`src/rtl/button_conditioner.sv`:
```
// Push-button conditioner: 2-flop synchronizer, debouncer and press/auto-repeat
// pulse generator per channel, feeding the CPU's PIO inputs.
module button_conditioner #(
  parameter int unsigned      N_BTN         = 3,
  parameter bit               ACTIVE_LOW    = 1'b1,
  parameter int unsigned      DEB_CYCLES    = 500000,
  parameter int unsigned      REPEAT_DELAY  = 25000000,
  parameter int unsigned      REPEAT_PERIOD = 10000000,
  parameter logic [N_BTN-1:0] REPEAT_MASK   = 3'b011
) (
  input  logic             clk,
  input  logic             reset,
  input  logic [N_BTN-1:0] btn_raw,
  output logic [N_BTN-1:0] btn_level,
  output logic [N_BTN-1:0] btn_pulse,
  output logic             any_pulse
);

  localparam int unsigned CNT_W = (DEB_CYCLES < 1) ? 1 : $clog2(DEB_CYCLES + 1);
  localparam int unsigned T_MAX = (REPEAT_DELAY > REPEAT_PERIOD) ? REPEAT_DELAY : REPEAT_PERIOD;
  localparam int unsigned TMR_W = $clog2(T_MAX + 1);

  typedef enum logic [1:0] {
    IDLE   = 2'd0,
    DELAY  = 2'd1,
    REPEAT = 2'd2,
    HELD   = 2'd3
  } state_t;

  logic [N_BTN-1:0] raw_norm;
  logic [N_BTN-1:0] sync1;
  logic [N_BTN-1:0] sync2;
  logic [N_BTN-1:0] stable;
  logic [N_BTN-1:0] fire_c;

  // Normalize polarity before the synchronizer so its reset value means "unpressed".
  assign raw_norm = ACTIVE_LOW ? ~btn_raw : btn_raw;

  always_ff @(posedge clk or posedge reset) begin
    if (reset) begin
      sync1 <= '0;
      sync2 <= '0;
    end else begin
      sync1 <= raw_norm;
      sync2 <= sync1;
    end
  end

  for (genvar i = 0; i < int'(N_BTN); i++) begin : g_ch
    logic [CNT_W-1:0] cnt;
    logic             stb;
    state_t           state;
    logic [TMR_W-1:0] timer;
    logic             deb_done;
    logic             rise;
    logic             fall;
    logic             delay_done;
    logic             period_done;

    assign deb_done    = (sync2[i] != stb) && (cnt == CNT_W'(DEB_CYCLES - 1));
    assign rise        = deb_done && !stb;
    assign fall        = deb_done && stb;
    assign delay_done  = (timer == TMR_W'(REPEAT_DELAY - 1));
    assign period_done = (timer == TMR_W'(REPEAT_PERIOD - 1));

    // Release suppresses any repeat that would fire in the same cycle.
    assign fire_c[i] = !fall && (((state == IDLE) && rise) ||
                                 ((state == DELAY) && delay_done) ||
                                 ((state == REPEAT) && period_done));
    assign stable[i] = stb;

    always_ff @(posedge clk or posedge reset) begin
      if (reset) begin
        stb <= 1'b0;
        cnt <= '0;
      end else if (sync2[i] == stb) begin
        cnt <= '0;
      end else if (deb_done) begin
        stb <= ~stb;
        cnt <= '0;
      end else begin
        cnt <= cnt + CNT_W'(1);
      end
    end

    always_ff @(posedge clk or posedge reset) begin
      if (reset) begin
        state <= IDLE;
        timer <= '0;
      end else if (fall) begin
        state <= IDLE;
        timer <= '0;
      end else begin
        case (state)
          IDLE: begin
            if (rise) begin
              timer <= '0;
              state <= REPEAT_MASK[i] ? DELAY : HELD;
            end
          end
          DELAY: begin
            if (delay_done) begin
              timer <= '0;
              state <= REPEAT;
            end else begin
              timer <= timer + TMR_W'(1);
            end
          end
          REPEAT: begin
            if (period_done) begin
              timer <= '0;
            end else begin
              timer <= timer + TMR_W'(1);
            end
          end
          HELD: begin
            timer <= '0;
          end
          default: begin
            state <= IDLE;
            timer <= '0;
          end
        endcase
      end
    end
  end

  assign btn_level = stable;

  always_ff @(posedge clk or posedge reset) begin
    if (reset) begin
      btn_pulse <= '0;
      any_pulse <= 1'b0;
    end else begin
      btn_pulse <= fire_c;
      any_pulse <= |fire_c;
    end
  end

endmodule

```
`config.mk`:
```
export PLATFORM = sky130hd
export DESIGN_NAME = button_conditioner
export DESIGN_NICKNAME = d
export VERILOG_FILES = /design/src/rtl/button_conditioner.sv
export SDC_FILE = /design/constraint.sdc
export NUM_CORES = 1
export LEC_CHECK = 0
export ABC_AREA = 0
export CORE_MARGIN = 1
export CORE_UTILIZATION = 45
export DETAILED_ROUTE_END_ITERATION = 12
export RECOVER_POWER = 100
export SYNTH_ARGS = -nofsm -noshare
export SYNTH_HDL_FRONTEND = slang
export SYNTH_SLANG_ARGS = --single-unit
```
`constraint.sdc`:
```
create_clock -name clk -period 4.7 [get_ports clk]
set_input_delay 0.94 -clock clk [delete_from_list [all_inputs] [get_ports clk]]
set_output_delay 0.94 -clock clk [all_outputs]
set_load 0.02 [all_outputs]
```
==> impl_metrics.py <==
metrics = {
    "sta": {
        "relSlewSlack_pct": -35.5,
        "drv_slew": 152,
        "worst_slew_pin_slew_ns": 2.03,
        "setup_viol": 0,
        "rsz0062_at_grt": "no",
        "min_period_ns": 3.24,
        "fmax_mhz": 309,
        "finalSetupTns_ns": 0,
        "hold_violations": 0,
        "fin_worst_skew_ns": 0.0151,
        "fin_crit_sh_pct": 68.9,
    },
    "setup_path": {
        "worstPathMaxFanout": 13,
        "crit_chain": "ha_1 > and4_1 > nand3_1 > o31ai_1 > o211ai_1 > clkbuf_1 > or3_1 > nand3_1",
        "crit_type": "reg -> reg",
        "critPathCaptureType": "register",
        "critPathMostFrequentCell": "nand3_1",
        "cp_slowest_cell": "o31ai_1",
        "cpPeakStageDelay_ns": 0.75,
        "cp-start-kind": "register",
        "worstPathRequired_ns": 5.07,
        "crit_arrival_ns": 3.61,
    },
    "synth": {
        "syn_inst": 883,
        "synth-async-reset-ratio_pct": 100,
        "synth_area_per_cell_um2": 9.29,
        "yosys-top-cells-area": "dfrtp_1, nand3_1, xor2_1",
        "synth_cell_types": 67,
        "syn-num-nets": 903,
        "seq_area_frac_synth_pct": 46.1,
        "synth_edf_count": 0,
        "netlist_area_um2": 8210,
        "synth_seq_cells": 151,
        "yosysTopAreaCell": "dfrtp_1",
        "netlist.area_leader.share_pct": 46.1,
        "ys.flop_type": "dfrtp_1",
        "yosys_warnings": 0,
    },
    "floorplanning": {
        "rows": 49,
        "dieArea_um2": 18800,
        "boundaryPins": 12,
        "start_util_pct": 45.8,
        "fp.dieW_um": 137,
        "die_h_um": 137,
        "core_um2": 17900,
    },
    "grt": {
        "antenna_found_initial": 0,
        "grt_pass1_vias": 5888,
        "grt_max_degree": 152,
        "globalRouteOverflowTotal": 0,
        "grt_pass1_wl_mm": 28.9,
        "grt_usage_pct": 19.4,
    },
    "cts": {
        "cts.sinks": 151,
        "cts_buffer_depth": 2,
        "tritoncts": "built",
        "hold_buffers": 0,
        "htreeDepth": 4,
        "post_cts_buffers": 0,
        "cts_resized": 0,
        "root_buffer": "clkbuf_16",
        "cts_buffers": 17,
        "clk_latency_ns": 0.43,
        "clk_pin_slew_worst_paths_ns": 0.06,
    },
    "place": {
        "portBuffers": 11,
        "hpwlAfterDp_mm": 10.8,
        "gp_congestion": 0.788,
        "placedCellCount": 1097,
    },
    "routing": {
        "wl_mm": 16.4,
        "wl_per_cell_um": 14.6,
        "vias": 6279,
        "drt-pass1-iter-count": 4,
        "drt_iter0_drc": 449,
        "route.detailed.drc": 0,
        "drtAntennaViolNets": 0,
        "viasPerCell": 5.56,
    },
    "layout": {
        "syn_to_final_growth_pct": 11.1,
        "num_antenna_cells": 0,
        "final_cells": 1129,
        "fillers": 1692,
        "drive_gt1_share_pct": 7.56,
        "fin_nets": 907,
        "multiInputGateArea_um2": 4160,
        "seq_area_um2": 3780,
    },
    "status": {
        "violations": "max-capacitance violations, max-slew violations",
        "status": "finished, violations left",
    },
    "run": {
        "max_cap_viol_count": 1,
    },
    "pwr": {
        "power_density_nw_per_um2": 314,
        "p_leak_uw": 0.00378,
        "ir_worst_vdd_v": 0.000256,
    },
    "min_path": {
        "hold_class": "reg -> reg",
    },
}
[critical path: cells and delay by family, from the launching register on]
family	cells	cell delay, ns
AOI/OAI and AO/OA	2	1.25
and+or+nand+nor	4	0.91
DFF	1	0.40
buffers and inverters	1	0.37
adders and majority gates	1	0.24
[report_power, final]
part	total (uW)	internal (uW)	switching, uW
combinational	51.1	11.0	40.0
clock	1490	966	529
sequential	1320	1310	7.47
total	2860	2290	576
[per-layer routing]
metal  wire length, um  track usage (%)
met3               460             3.85
met2              7410             29.5
met1              8350             27.3
met4               232             7.14
met5                 0                0
[sequential cells by signal, indices dropped and copies added, names as in the netlist]
name,cells
g_ch.timer,75
g_ch.cnt,57
g_ch.state,6
btn_pulse,3
g_ch.stb,3
sync1,3
sync2,3
any_pulse,1
[cell usage after synthesis, types with 8 or more instances]
library cell,n
dfrtp_1,151
nand2_1,102
nand3_1,95
nor2_1,78
xor2_1,54
nand4_1,33
o21ai_0,29
inv_1,25
xnor2_1,21
nor2_2,20
and3_1,19
clkbuf_1,19
a21oi_1,18
nor3_1,17
or3_1,17
ha_1,15
and4_1,14
o311ai_0,14
nor4b_1,12
o31ai_1,10
a21o_1,8
a31oi_1,8
nor4_1,8
[cell type report]
type | instances | area share [%]
multi-input combinational | 675 | 45.6
sequential | 151 | 41.4
clock buffer | 19 | 4.97
tap | 229 | 3.14
clock inverter | 13 | 2.21
timing repair buffer | 17 | 1.58
inverter | 25 | 1.07
[per-stage QoR]
stage / util, % / instance area [um^2] / hold slack [ns] / worst slack [ns] / total power (uW)
2_1_floorplan: - / 8210 / 0.331 / 1.86 / 1380
3_3_place_gp: 47.6 / 8520 / 0.332 / 1.87 / 1400
3_5_place_dp: 47.6 / 8520 / 0.336 / 1.81 / 1400
4_1_cts: 51.2 / 9170 / 0.349 / 1.82 / 2910
5_1_grt: 50.9 / 9120 / 0.352 / 1.09 / 2960
6_report: 50.9 / 9120 / 0.346 / 1.46 / 2860
[cell usage in the layout, fill, tap and decap left out, types with 17 or more instances in the layout]
cell type	netlist	layout
and3_1	19	19
nor2_1	78	79
or3_1	17	17
nand3_1	95	95
nand4_1	33	34
clkbuf_16	0	17
nor3_1	17	18
nand2_1	102	102
xor2_1	54	54
dfrtp_1	151	151
o21ai_0	29	29
xnor2_1	21	21
nor2_2	20	19
a21oi_1	18	18
inv_1	25	24
[worst paths after layout]
path	startpoint	end	slack, ns	depth (start not counted)
hold / removal	sync1[1]	sync2[1]	0.35	0
hold reg to reg	sync1[1]	sync2[1]	0.35	0
setup / recovery	g_ch[1].cnt[0]	g_ch[1].timer[14]	1.46	8
max in group asynchronous	reset	g_ch[0].timer[20]	1.68	3
setup reg to reg	g_ch[1].cnt[0]	g_ch[1].timer[14]	1.46	8
min in group asynchronous	reset	g_ch[0].timer[11]	1.77	3
[kinds of logic after synthesis]
family	after synthesis	share of synthesized area, %
DFF	151	46.1
xor gates and xnor gates	75	8.01
adders and majority gates	15	2.29
and+or+nand+nor	465	30.2
buffers and inverters	57	3.06
AOI/OAI and AO/OA	119	10.3
muxes	1	0.122
Note: power is estimated with default switching activity, not from simulation.
